[src/rtl/bcd_run_timer.sv]
// Multi-digit BCD run timer: up/down count toward a preset with pause/resume.
// The digit moduli alternate 10 / TENS_MOD, and a terminal compare stops the count.
module bcd_run_timer #(
  parameter int DIGITS   = 4,
  parameter int TENS_MOD = 6
) (
  input  logic                clk,
  input  logic                clear,
  input  logic                tick,
  input  logic                start,
  input  logic                stop,
  input  logic                up,
  input  logic [4*DIGITS-1:0] preset,
  output logic [4*DIGITS-1:0] value,
  output logic                running,
  output logic                done,
  output logic                expired
);

  localparam int W = 4 * DIGITS;

  typedef enum logic [1:0] {IDLE, RUN, PAUSE, DONE} state_t;

  state_t         state_reg;
  logic           mode_up_reg;
  logic [W-1:0]   term_reg;
  logic [W-1:0]   value_reg;
  logic           running_reg;
  logic           done_reg;
  logic           expired_reg;

  logic [W-1:0]      preset_san;
  logic [W-1:0]      value_step;
  logic [DIGITS-1:0] carry;
  logic              zero_load;
  logic              step_term;

  assign carry[0] = 1'b1;

  // Per digit: clamp the preset digit and form the next digit of a one-step ripple.
  generate
    for (genvar gi = 0; gi < DIGITS; gi++) begin : g_digit
      localparam logic [3:0] MAXD = (gi % 2 == 1) ? 4'(TENS_MOD - 1) : 4'd9;
      logic [3:0] p_d;
      logic [3:0] v_d;
      logic [3:0] s_d;
      logic       at_edge;

      assign p_d = preset[4*gi +: 4];
      assign preset_san[4*gi +: 4] = (p_d > MAXD) ? MAXD : p_d;

      assign v_d     = value_reg[4*gi +: 4];
      assign at_edge = mode_up_reg ? (v_d >= MAXD) : (v_d == 4'd0);

      always_comb begin
        s_d = v_d;
        if (carry[gi]) begin
          if (mode_up_reg) s_d = at_edge ? 4'd0 : v_d + 4'd1;
          else             s_d = at_edge ? MAXD : v_d - 4'd1;
        end
      end

      assign value_step[4*gi +: 4] = s_d;

      if (gi < DIGITS - 1) begin : g_carry
        assign carry[gi+1] = carry[gi] & at_edge;
      end
    end
  endgenerate

  assign zero_load = (preset_san == '0);
  assign step_term = mode_up_reg ? (value_step == term_reg) : (value_step == '0);

  always_ff @(posedge clk or negedge clear) begin
    if (!clear) begin
      state_reg   <= IDLE;
      mode_up_reg <= 1'b0;
      term_reg    <= '0;
      value_reg   <= '0;
      running_reg <= 1'b0;
      done_reg    <= 1'b0;
      expired_reg <= 1'b0;
    end else begin
      done_reg <= 1'b0;
      case (state_reg)
        IDLE, DONE: begin
          if (stop) begin
            state_reg   <= IDLE;
            expired_reg <= 1'b0;
          end else if (start) begin
            mode_up_reg <= up;
            term_reg    <= preset_san;
            value_reg   <= up ? '0 : preset_san;
            // A zero-length load terminates on the load edge itself.
            if (zero_load) begin
              state_reg   <= DONE;
              done_reg    <= 1'b1;
              expired_reg <= 1'b1;
              running_reg <= 1'b0;
            end else begin
              state_reg   <= RUN;
              running_reg <= 1'b1;
              expired_reg <= 1'b0;
            end
          end
        end
        RUN: begin
          if (stop) begin
            state_reg   <= PAUSE;
            running_reg <= 1'b0;
          end else if (tick) begin
            value_reg <= value_step;
            if (step_term) begin
              state_reg   <= DONE;
              running_reg <= 1'b0;
              done_reg    <= 1'b1;
              expired_reg <= 1'b1;
            end
          end
        end
        PAUSE: begin
          if (stop) begin
            state_reg <= IDLE;
          end else if (start) begin
            state_reg   <= RUN;
            running_reg <= 1'b1;
          end
        end
        default: state_reg <= IDLE;
      endcase
    end
  end

  assign value   = value_reg;
  assign running = running_reg;
  assign done    = done_reg;
  assign expired = expired_reg;

endmodule

[config.mk]
export PLATFORM = sky130hd
export DESIGN_NAME = bcd_run_timer
export DESIGN_NICKNAME = d
export VERILOG_FILES = /design/src/rtl/bcd_run_timer.sv
export SDC_FILE = /design/constraint.sdc
export NUM_CORES = 1
export LEC_CHECK = 0
export ABC_AREA = 1
export ABC_CLOCK_PERIOD_IN_PS = 2400
export BUFFER_PORTS_ARGS = -buffer_cell sky130_fd_sc_hd__buf_4
export CORE_MARGIN = 3
export CORE_UTILIZATION = 25
export CTS_CLUSTER_DIAMETER = 200
export DETAILED_ROUTE_END_ITERATION = 7
export SYNTH_ARGS = -nofsm -noshare
export SYNTH_HDL_FRONTEND = slang
export SYNTH_SLANG_ARGS = --single-unit
export TNS_END_PERCENT = 10
[constraint.sdc]
create_clock -name clk -period 2.4 [get_ports clk]
set_clock_uncertainty 0.05 [all_clocks]
set_input_delay 0.48 -clock clk [delete_from_list [all_inputs] [get_ports clk]]
set_output_delay 0.48 -clock clk [all_outputs]
set_load 0.03 [all_outputs]
---- After elaboration in Yosys (flattened, before gate mapping) ----
Index checks and enable logic that the tools add are counted.
cells by class
  add/sub/neg operators ................... 8
  order comparisons ....................... 8
  equality and inequality tests ........... 15
  mux-type cells .......................... 61
  bitwise operators ....................... 3
  reductions and logical operators ........ 14
operators by type and width
  cell                 number
  $mux 16              5
  $mux 4               19
  $logic_not 16->1     2
  $pmux 16 s2          1
  $mux 1               24
  $add 4x1->4 const B  4
  $eq 16x16->1         1
  $logic_not 4->1      4
  $mux 2               8
  $sub 4x1->4 const B  4
  $ne 2x2->1 const B   7
  $ne 3x3->1 const B   4
  $reduce_and 5->1     2
  $ge 4x3->1 const B   2
  $ge 4x4->1 const B   2
  $gt 4x3->1 const B   2
  $gt 4x4->1 const B   2
  $pmux 2 s3           1
  $reduce_and 6->1     1
  $eq 2x2->1 const B   2
  $pmux 1 s2           2
  $reduce_and 4->1     1
  $pmux 1 s3           1
  $reduce_and 3->1     1
  other kinds (6)      7
storage, ports and cells
  bits in registers ....................... 38
  bits of input ports ..................... 22
  output and inout bits ................... 19
  logic and storage cells ................. 116

---- Longest topological paths before layout ----
Gate-level depths: netlist (run 1).
  depth in word-level cells ............... 11
  mapped depth ............................ 22
  mapped depth without buffers ............ 22

---- Worst setup path before layout (run 1) ----
No wires, ideal clock.
  path kind ............................... reg2reg
  start ................................... register value_reg[0], in the netlist value[0]
  end ..................................... register running_reg, in the netlist running
  setup time .............................. 118 ps
  arrival ................................. 2378 ps
  data required time ...................... 2232 ps
  path slack .............................. -146 ps
  cell stages (with the launch flop) ...... 22
  path buffers ............................ 1
  clock period less this slack ............ 2546 ps
  cells stage by stage .................... dfrtp_1 > inv_1 > ha_1 > nand3_2 > nand2_2 > nand2_4 > nand2_4 > nor2_8 > buf_12 > nand2_2 > nand3_2 > nand2_1 > nor2_1 > nand2_1 > nor2_2 > nand3_2 > nand2_2 > nand2_2 > nand2_4 > nand2_1 > nand2_1 > nand2_1
on the way
  longest elaborated chain between the ends .. 9
RTL lines
  element                                                  RTL line  source
  start, declared                                          27        logic [W-1:0] value_reg;
  start signal, assigned                                   93        value_reg <= up ? '0 : preset_san;
  start signal, assigned                                   112       value_reg <= value_step;
  $ge 4x4->1 / $logic_not 4->1 (equally long branches)     53        assign at_edge = mode_up_reg ? (v_d >= MAXD) : (v_d == 4'd0);
  $mux 1                                                   53
  $and 1x1->1 (2 in series)                                66        assign carry[gi+1] = carry[gi] & at_edge;
  $mux 4                                                   57        if (carry[gi]) begin
  $eq 16x16->1 / $logic_not 16->1 (equally long branches)  72        assign step_term = mode_up_reg ? (value_step == term_reg) : (value_step == '0);
  $mux 1 *                                                 72
  $ne 3x3->1 (no source line) *                            --
  $reduce_and 6->1 (no source line) *                      --
  end signal, assigned                                     80        running_reg <= 1'b0;
  end signal, assigned                                     99        running_reg <= 1'b0;
  end signal, assigned                                     102       running_reg <= 1'b1;
  end, declared                                            28        logic running_reg;
Every way passes the cells marked *; elsewhere a longest branch is shown, timed or not.
A chain may end at the register's enable or synchronous reset.

---- Worst setup path in the final report (run 1) ----
  start ................................... register value_reg[5], in the netlist value[5]
  end ..................................... register state_reg[0]
on the way
  longest elaborated chain between the ends .. 9
RTL lines
  element                                                  RTL line  source
  $ge 4x3->1 / $logic_not 4->1 (equally long branches)     53
  $mux 1                                                   53
  $mux 4, or another cell as far along                     59        else s_d = at_edge ? MAXD : v_d - 4'd1;
  $mux 4 / $and 1x1->1 (equally long branches)             58, 66
  $mux 4                                                   57
  $eq 16x16->1 / $logic_not 16->1 (equally long branches)  72
  $mux 1 *                                                 72
  $ne 3x3->1 (no source line) *                            --
  $reduce_and 4->1 (no source line) *                      --
  end signal, assigned                                     76        state_reg <= IDLE;
  end signal, assigned                                     88        state_reg <= IDLE;
  end signal, assigned                                     96        state_reg <= DONE;
  end, declared                                            24        state_t state_reg;
Marks and branches as above.

==> results.tsv, run 1 <==
metric	value	unit
status	finished with violations	
failing checks	negative setup slack	
Post-synth EDFFs	0	
Port Buf Inserts	40	
Antenna Nets Post-Route	0	
Critical R2R Capture	state_reg[0]$_DFFE_PN0P_	
vias in the first global route	3576	
FFs w/ async S/R, synth	100	%
mean routed wirelength per cell	14.2	um
Hold Crit Class	in2async	
Distinct cells, synth	39	
total power	0.00780	W
count leader, synth	nand2_1	
Syn. warnings	0	
Worst EP required	2520	ps
Arr. time, crit path	2590	ps
RSZ-0062 raised after global routing	yes	
IO Pins	41	
fin area	0.00461	sq mm
Layout area overhead	36.9	%
crit share post-route	103	%
Placed Area	0.00414	sq mm
worst slack, placed	-127	ps
H-tree levels	2	
crit-path max FO	6	
pins over their slew limit	0	
Clk Latency, worst-skew pair	280	ps
worst setup path start	value[5]$_DFFE_PN0P_	
net count reported at finish	638	
CP Launch Type	flip-flop	
Worst-path clk slew	60	ps
root buf cell	clkbuf_16	
synthesized cell area	0.00337	sq mm
clock sinks	38	
DP Wirelength	8250	um
Max Cap Viol	0	
syn_nets	543	
antenna violations before repair	0	
predominant post-synthesis flop cell	dfrtp_1	
Pwr per Cell Area	1690	mW/mm^2
largest net degree at the start of global routing	39	
setup TNS	-215	ps
wire length of the first global-routing pass	17800	um
FF+latch area	960	sq um
TritonCTS Buffers	5	
flop2flop setup slack	-70	ps
Hold Violations, Final	0	
biggest area consumer among synthesized cells	dfrtp_1	
multi-input logic area	0.00222	sq mm
Die Height	122	um
DRC	0	
Peak VDD IR	0.478	mV
Mapped Cells	503	
grt total ovfl	0	
die width	122	um
CTS max path bufs	2	
main area contributors after synthesis	dfrtp_1, nand2_1, nand3_1	
aggregate global-route resource usage	14.8	%
DRT iter0 DRCs	274	
Filler cells	1366	
Seq/Total Area, Yosys	28.2	%
via count	3705	
GPL Wtd Cong	0.934	
Synth Register Bits	38	
Yosys top cell area share	28.2	%
Fmax	405	MHz
Crit Path Class	reg2reg	
routed wire length	11000	um
core area	0.0129	sq mm
share of layout cells above drive strength 1	31.1	%
post-route setup slack	-67.6	ps
Worst Reg-to-Reg Cells	20	
origin of the critical flop-to-flop path	value[5]$_DFFE_PN0P_	
max_slew headroom	20.7	%
Tightest Pin Transition	1180	ps
Post-synth top cells	nand2_1, inv_1, nand3_1, dfrtp_1, nor2_1	
minimum clock period	2470	ps
die area	0.0149	sq mm
row cnt	41	
Initial Util	26.2	%
total iterations of the first detailed-routing run	4	
Ant. Diodes	0	
Post-Route Hold Slack	132	ps
vias per cell	4.81	
syn avg cell area	6.70	sq um
CP endpoint kind	flip-flop	
CTS tree	yes	
Final Setup Violations	4	
P_leak	2.33	nW
[routing by layer]
metal	up-vias	GRT usage (%)	share of wire [%]
met3	12	1.86	4.6
met2	94	25.9	48
met4	0	2.31	0.93
li1	1840	-	-
met1	1759	20.1	47
met5	-	0	0
[per-stage QoR]
stage | std cells | utilization [%]
after floorplan | 503 | -
final | 771 | 35.8
after global placement | 746 | 32.2
after CTS | 768 | 35.0
after global routing | 771 | 35.8
after detailed placement | 746 | 32.2
[placed cells by master (no fill, tap or decap), drive strengths merged]
cell,n
o22ai,2
a21boi,1
a221oi,1
or2,2
xor2,2
clkinv,1
nor4,2
xnor2,1
dfrtp,38
o21a,1
a31oi,2
inv,75
o21ai,23
nor3,6
o21bai,2
o211ai,1
nand2,164
buf,100
nand3,73
nand4,15
ha,18
a21oi,12
nor2,38
o221ai,12
clkbuf,7
[worst max-delay path, stage by stage, from the launching register on]
cell and delay [ps]:
dfrtp_2 420, inv_4 80, ha_1 150, nand2_1 70
nand4_1 190, nand2_4 100, buf_4 160, nor2_4 210
nand3_2 110, nand3_1 90, nand2_1 60, inv_2 40
nand2_1 50, nor2_2 90, nand3_2 90, nand2_2 80
nand2_2 60, nand2_4 80, nand2_4 60, nand2_2 50
nand2_1 40
[report_power, final]
| group | switching [W] | internal (W) | leakage, nW |
|---|---|---|---|
| clock | 0.000266 | 0.000412 | 0.0739 |
| sequential | 0.000275 | 0.000926 | 0.478 |
| combinational | 0.00354 | 0.00238 | 1.78 |
| total | 0.00408 | 0.00372 | 2.33 |
[final cells by class]
| class | instances | share of cell area (%) |
|---|---|---|
| inverter | 75 | 6.43 |
| tap | 172 | 4.67 |
| timing repair buffer | 100 | 16.8 |
| sequential | 38 | 20.8 |
| clock inverter | 1 | 0.109 |
| multi-input combinational | 378 | 48.1 |
| clock buffer | 7 | 3.09 |
[worst max-delay path by stage]
| stage | endpoint | slack, ps |
|---|---|---|
| after CTS | state_reg[0]$_DFFE_PN0P_ | -30 |
| after floorplan | running$_DFFE_PN0P_ | 20 |
| after detailed placement | state_reg[0]$_DFFE_PN0P_ | -130 |
| final | state_reg[0]$_DFFE_PN0P_ | -70 |
| after global placement | running$_DFFE_PN0P_ | -80 |
| after global routing | running$_DFFE_PN0P_ | -200 |
[kinds of logic after synthesis]
group / after synthesis / synth area share [%]
AO/OA/AOI/OAI: 57 / 10.9
buffers and inverters: 89 / 11.4
AND/OR/NAND/NOR: 298 / 42.1
flip-flops: 38 / 28.2
XOR/XNOR: 3 / 0.780
adder cells (fa/ha/maj): 18 / 6.69
[timing repair]
action	in CTS	in global routing
resized for setup	21	26
setup buffers	12	3
pin swaps	11	15
hold buffers	0	0
gates cloned	2	0
setup endpoints to repair	5	6
Note: power is estimated with default switching activity, not from simulation.
==> run 2: changes to the inputs <==
--- a/config.mk
+++ b/config.mk
@@ -12,6 +12,7 @@
 export CORE_UTILIZATION = 25
 export CTS_CLUSTER_DIAMETER = 200
 export DETAILED_ROUTE_END_ITERATION = 7
+export PLACE_DENSITY = 0.4
 export SYNTH_ARGS = -nofsm -noshare
 export SYNTH_HDL_FRONTEND = slang
 export SYNTH_SLANG_ARGS = --single-unit
==> run 2 against run 1 <==
The flow still finishes with violations (negative setup slack). Sequential cell count unchanged. Clock power grew 11%. Sequential power about the same. Cell area grew 6.2%. Sequential share of layout area is 1.2 points lower. Maximum frequency shrank 2.2%. Combinational power increased by 9.8%. Routed wire length grew 12%. Critical path depth fell by 2. Largest cell class unchanged. Largest power group unchanged.
==> results.tsv, run 2 (same netlist as run 1, synthesis figures left out) <==
metric	value	unit
Hold Violations, Final	0	
fin area	0.00490	sq mm
Worst-path clk slew	60	ps
IO Pins	41	
net count reported at finish	666	
CTS tree	yes	
grt peak-use layer	met2	
met1 Track Usage GR	23.0	%
Peak VDD IR	0.506	mV
Port Buf Inserts	40	
sw power	0.00431	W
crit-path max FO	6	
Comb pwr share	76.9	%
CP cell instances	buf_6 > ha_4 > nand2_2 > nand4_1 > nand2_4 > inv_6 > nand3_4 > nand2_2 > nand2_2 > nor2_1 > nor3_2 > nand3_2 > nand2_2 > nand2_2 > nand2_4 > nand2_1 > nand2_1 > nand2_1	
Post-Place Cells	773	
Worst EP required	2530	ps
die area	0.0149	sq mm
Max stage delay on crit path	440	ps
register share of total power	14.2	%
Ant. Diodes	0	
minimum clock period	2520	ps
clock sinks	38	
CP Launch Type	flip-flop	
P_leak	2.47	nW
Placed Area	0.00435	sq mm
mean routed wirelength per cell	15.4	um
root buf cell	clkbuf_16	
setup TNS	-458	ps
DRT iter0 DRCs	168	
pins over their slew limit	0	
Tightest Pin Transition	556	ps
Fmax	396	MHz
crit share post-route	105	%
most frequent cells in the layout	nand2_1, buf_4, inv_1, nand3_1	
share of layout cells above drive strength 1	35.7	%
DRC	0	
Pwr per Cell Area	1730	mW/mm^2
RSZ-0062 raised after global routing	yes	
post-route setup slack	-124	ps
Power Internal	0.00414	W
Layout Cells excl Fill	799	
via count	3676	
slowest CP cell	dfrtp_2	
Arr. time, crit path	2650	ps
Crit Path Class	reg2reg	
Clk network pwr share	8.9	%
met2 usage	28.5	%
status	finished with violations	
wire length of the first global-routing pass	19800	um
Top cell by count, worst path	nand2_2	
grt total ovfl	0	
commonest non-fill, non-tap cell in the layout	nand2_1	
row cnt	41	
aggregate global-route resource usage	17.1	%
core area	0.0129	sq mm
failing checks	negative setup slack	
GPL Wtd Cong	0.848	
Final Setup Violations	5	
vias in the first global route	3687	
TritonCTS Buffers	5	
total power	0.00845	W
H-tree levels	2	
CP endpoint kind	flip-flop	
WP buf/inv	2	
met3 Track Usage GR	2.83	%
Die Height	122	um
CTS max path bufs	2	
Hold Crit Class	in2async	
share of the core filled with cells	38.0	%
Antenna Nets Post-Route	0	
max_slew headroom	62.9	%
Clk Latency, worst-skew pair	290	ps
Switching Fraction	51.0	%
routed wire length	12300	um
antenna violations before repair	0	
die width	122	um
Max Cap Viol	0	
DP Wirelength	9390	um
delay-heaviest family, CP	simple AND/OR/NAND/NOR gates	
total iterations of the first detailed-routing run	4	
CTS Hold Bufs	0	
Initial Util	26.2	%
largest net degree at the start of global routing	39	
vias per cell	4.60	
Layout area overhead	45.4	%
[run 2: cell types whose count changed in the layout (fill, tap and decap cells not counted), sizes merged]
cell and delta:
buf +29, clkbuf +1, clkinv -1, nand2 -1
[run 2: layout make-up]
cell class	instances	area, sq um
clock buffers	8	166
fillers	1404	7980
inverters	75	302
multi-input cells	377	2250
flip-flops and latches	38	960
well taps	172	215
repair buffers	129	1000
[run 2: per-layer routing]
layer	up-vias	wire length, um
met5	-	0
li1	1899	-
met2	75	5740
met1	1689	5890
met4	0	219
met3	13	456
[run 2: worst paths after layout]
kind / startpoint / endpoint / slack [ps] / cells after the start
setup / recovery: value[4]$_DFFE_PN0P_ / running$_DFFE_PN0P_ / -120 / 18
hold / removal: clear / value[6]$_DFFE_PN0P_ / 120 / 1
setup reg to reg: value[4]$_DFFE_PN0P_ / running$_DFFE_PN0P_ / -120 / 18
hold reg to reg: running$_DFFE_PN0P_ / running$_DFFE_PN0P_ / 440 / 2
max in group asynchronous: clear / value[8]$_DFFE_PN0P_ / 1750 / 1
min in group clk: up / mode_up_reg$_DFFE_PN0P_ / 380 / 3
[run 2: power by group through the flow]
stage	Clock [W]	Combinational (W)	Sequential (W)
5_1_grt	0.000803	0.00714	0.00124
3_5_place_dp	0	0.00565	0.00118
2_1_floorplan	0	0.00321	0.00140
4_1_cts	0.000775	0.00627	0.00119
6_report	0.000752	0.00650	0.00120
3_3_place_gp	0	0.00567	0.00118
[run 2: timing repair]
action / 4_1_cts / 5_1_grt
setup endpoints to repair: 5 / 5
pin swaps: 23 / 20
buffers inserted: 12 / 5
cloned: 1 / 0
resized for setup: 44 / 16
[run 2: worst register-to-register path: cells and delay by family (launching register included)]
family                   cells  cell delay [ps]
adder cells (fa/ha/maj)      1              150
buffers and inverters        2              200
flip-flops                   1              440
AND/OR/NAND/NOR             15             1570
[run 2: through the flow]
step                      worst slack (ps)  hold WS (ps)
after detailed placement              -268           431
after CTS                             -106           157
after floorplan                       21.9           134
after global placement                -268           423
after global routing                  -255           181
final                                 -124           118
==> run 3: changes to the inputs <==
--- a/config.mk
+++ b/config.mk
@@ -13,6 +13,7 @@
 export CTS_CLUSTER_DIAMETER = 200
 export DETAILED_ROUTE_END_ITERATION = 7
 export PLACE_DENSITY = 0.4
+export REMOVE_ABC_BUFFERS = 1
 export SYNTH_ARGS = -nofsm -noshare
 export SYNTH_HDL_FRONTEND = slang
 export SYNTH_SLANG_ARGS = --single-unit
==> run 3 against run 2 <==
The flow still finishes with violations (negative setup slack). Global-route usage is 0.99 points lower. First-iteration DRC count is 6.0% higher. Critical path depth is 2 higher. Count of clock-buffer cells in the layout is 1 lower. Clock power is 2% higher. Largest power group unchanged. Total power is 1.8% higher. Sequential power is 4% lower. Non-clock buffer count is 2 higher. Utilization is 0.58 points higher. Critical endpoint unchanged. Register-to-register slack hardly changed. Worst hold slack better by 14 ps. Combinational power is 3% higher.
==> results.tsv, run 3 (same netlist as run 1, synthesis figures left out) <==
metric	value	unit
status	finished with violations	
failing checks	negative setup slack	
IO Pins	41	
mean routed wirelength per cell	14.8	um
Final Setup Violations	5	
clock sinks	38	
Clk network pwr share	8.9	%
wire length of the first global-routing pass	18900	um
worst slack, placed	-262	ps
post-route setup slack	-116	ps
Tightest Pin Transition	567	ps
die width	122	um
DP Wirelength	9020	um
vias in the first global route	3711	
Antenna Nets Post-Route	0	
CP endpoint kind	flip-flop	
TritonCTS Buffers	5	
Layout area overhead	47.6	%
Max Cap Viol	0	
minimum clock period	2520	ps
Placed Area	0.00436	sq mm
Power Internal	0.00428	W
vias per cell	4.63	
pins over their slew limit	0	
H-tree levels	2	
Worst-path clk slew	60	ps
via count	3706	
CTS tree	yes	
largest net degree at the start of global routing	39	
Switching Fraction	50.2	%
Arr. time, crit path	2640	ps
Hold Crit Class	in2async	
CTS max path bufs	2	
Hold Violations, Final	0	
crit-path max FO	8	
Clk Latency, worst-skew pair	280	ps
Peak VDD IR	0.554	mV
root buf cell	clkbuf_16	
routed wire length	11800	um
row cnt	41	
grt total ovfl	0	
Pwr per Cell Area	1730	mW/mm^2
Worst EP required	2520	ps
GPL Wtd Cong	0.859	
fin area	0.00497	sq mm
crit share post-route	105	%
Crit Path Class	reg2reg	
Port Buf Inserts	40	
Comb pwr share	77.8	%
P_leak	2.51	nW
register share of total power	13.3	%
net count reported at finish	667	
RSZ-0062 raised after global routing	yes	
total iterations of the first detailed-routing run	4	
sw power	0.00432	W
commonest non-fill, non-tap cell in the layout	nand2_1	
core area	0.0129	sq mm
Ant. Diodes	0	
total power	0.00860	W
CP Launch Type	flip-flop	
flop2flop setup slack	-120	ps
share of the core filled with cells	38.6	%
die area	0.0149	sq mm
aggregate global-route resource usage	16.1	%
Post-Route Hold Slack	133	ps
Critical R2R Capture	running$_DFFE_PN0P_	
Die Height	122	um
most frequent cells in the layout	nand2_1, buf_4, inv_1, nand3_1, dfrtp_1	
antenna violations before repair	0	
Worst Reg-to-Reg Cells	20	
origin of the critical flop-to-flop path	value[0]$_DFFE_PN0P_	
DRC	0	
share of layout cells above drive strength 1	36.1	%
Initial Util	26.2	%
max_slew headroom	62.2	%
DRT iter0 DRCs	178	
Fmax	398	MHz
## run 3: changes by cell type in the layout (fill, tap and decap cells not counted), moves of 3 or more
cell	previous run	this run
dfrtp_2	7	0
inv_1	62	58
inv_2	6	12
dfrtp_1	31	38
buf_12	1	4
nand2_1	134	130
buf_4	122	125
clkbuf_8	3	0
buf_6	6	2
## run 3: critical path: stages, from the launching register on
cell	delay (ps)
dfrtp_1	420
buf_4	160
ha_4	150
inv_2	60
nand3_4	80
nand2_4	100
nand2_4	80
nand2_8	110
o21ai_0	140
nand2_1	100
nand3_1	70
nor2_2	170
nand2_2	80
nor2_2	110
nand3_2	120
nand2_2	100
nand2_2	70
nand2_4	90
nand2_2	50
nand2_1	60
nand2_1	40
## run 3: how the worst max path moves through the flow
stage	startpoint	endpoint	slack [ps]	depth (start not counted)
after floorplan	state_reg[0]$_DFFE_PN0P_	value[10]$_DFFE_PN0P_	-1250	7
after global placement	value[0]$_DFFE_PN0P_	running$_DFFE_PN0P_	-200	20
after detailed placement	value[0]$_DFFE_PN0P_	state_reg[1]$_DFFE_PN0P_	-260	19
after CTS	value[4]$_DFFE_PN0P_	state_reg[0]$_DFFE_PN0P_	-110	22
after global routing	value[0]$_DFFE_PN0P_	running$_DFFE_PN0P_	-310	22
final	value[0]$_DFFE_PN0P_	running$_DFFE_PN0P_	-120	20
## run 3: area by class of cell
| class | instances | area (sq um) |
|---|---|---|
| Clock buffer | 7 | 133 |
| Clock inverter | 1 | 30.0 |
| Fill cell | 1386 | 7910 |
| Inverter | 75 | 297 |
| Multi-Input combinational cell | 376 | 2300 |
| Sequential cell | 38 | 951 |
| Tap cell | 172 | 215 |
| Timing Repair Buffer | 131 | 1040 |
## run 3: repair_timing
item	CTS	global route
setup buffers	10	9
endpoints found under the setup margin	5	5
gates resized for setup	18	55
pin swaps	14	35
hold buffers	0	0
## run 3: power groups by stage
stage / Clock [W] / Sequential [W] / Combinational [W]
after global routing: 0.000817 / 0.00119 / 0.00738
after floorplan: 0 / 0.00145 / 0.00299
after global placement: 0 / 0.00115 / 0.00572
after CTS: 0.000789 / 0.00114 / 0.00603
final: 0.000766 / 0.00115 / 0.00669
after detailed placement: 0 / 0.00115 / 0.00570
## run 3: routing by layer
layer,global-route usage [%],wire length [um]
met1,21.9,5530
met2,27.8,5710
met3,2.41,517
met5,0,0
met4,2.31,76
## run 3: per-stage QoR
stage | setup TNS [ps] | std cells
after floorplan | -20890 | 489
after global placement | -833 | 773
after detailed placement | -1130 | 773
after CTS | -396 | 791
after global routing | -1340 | 800
final | -350 | 800
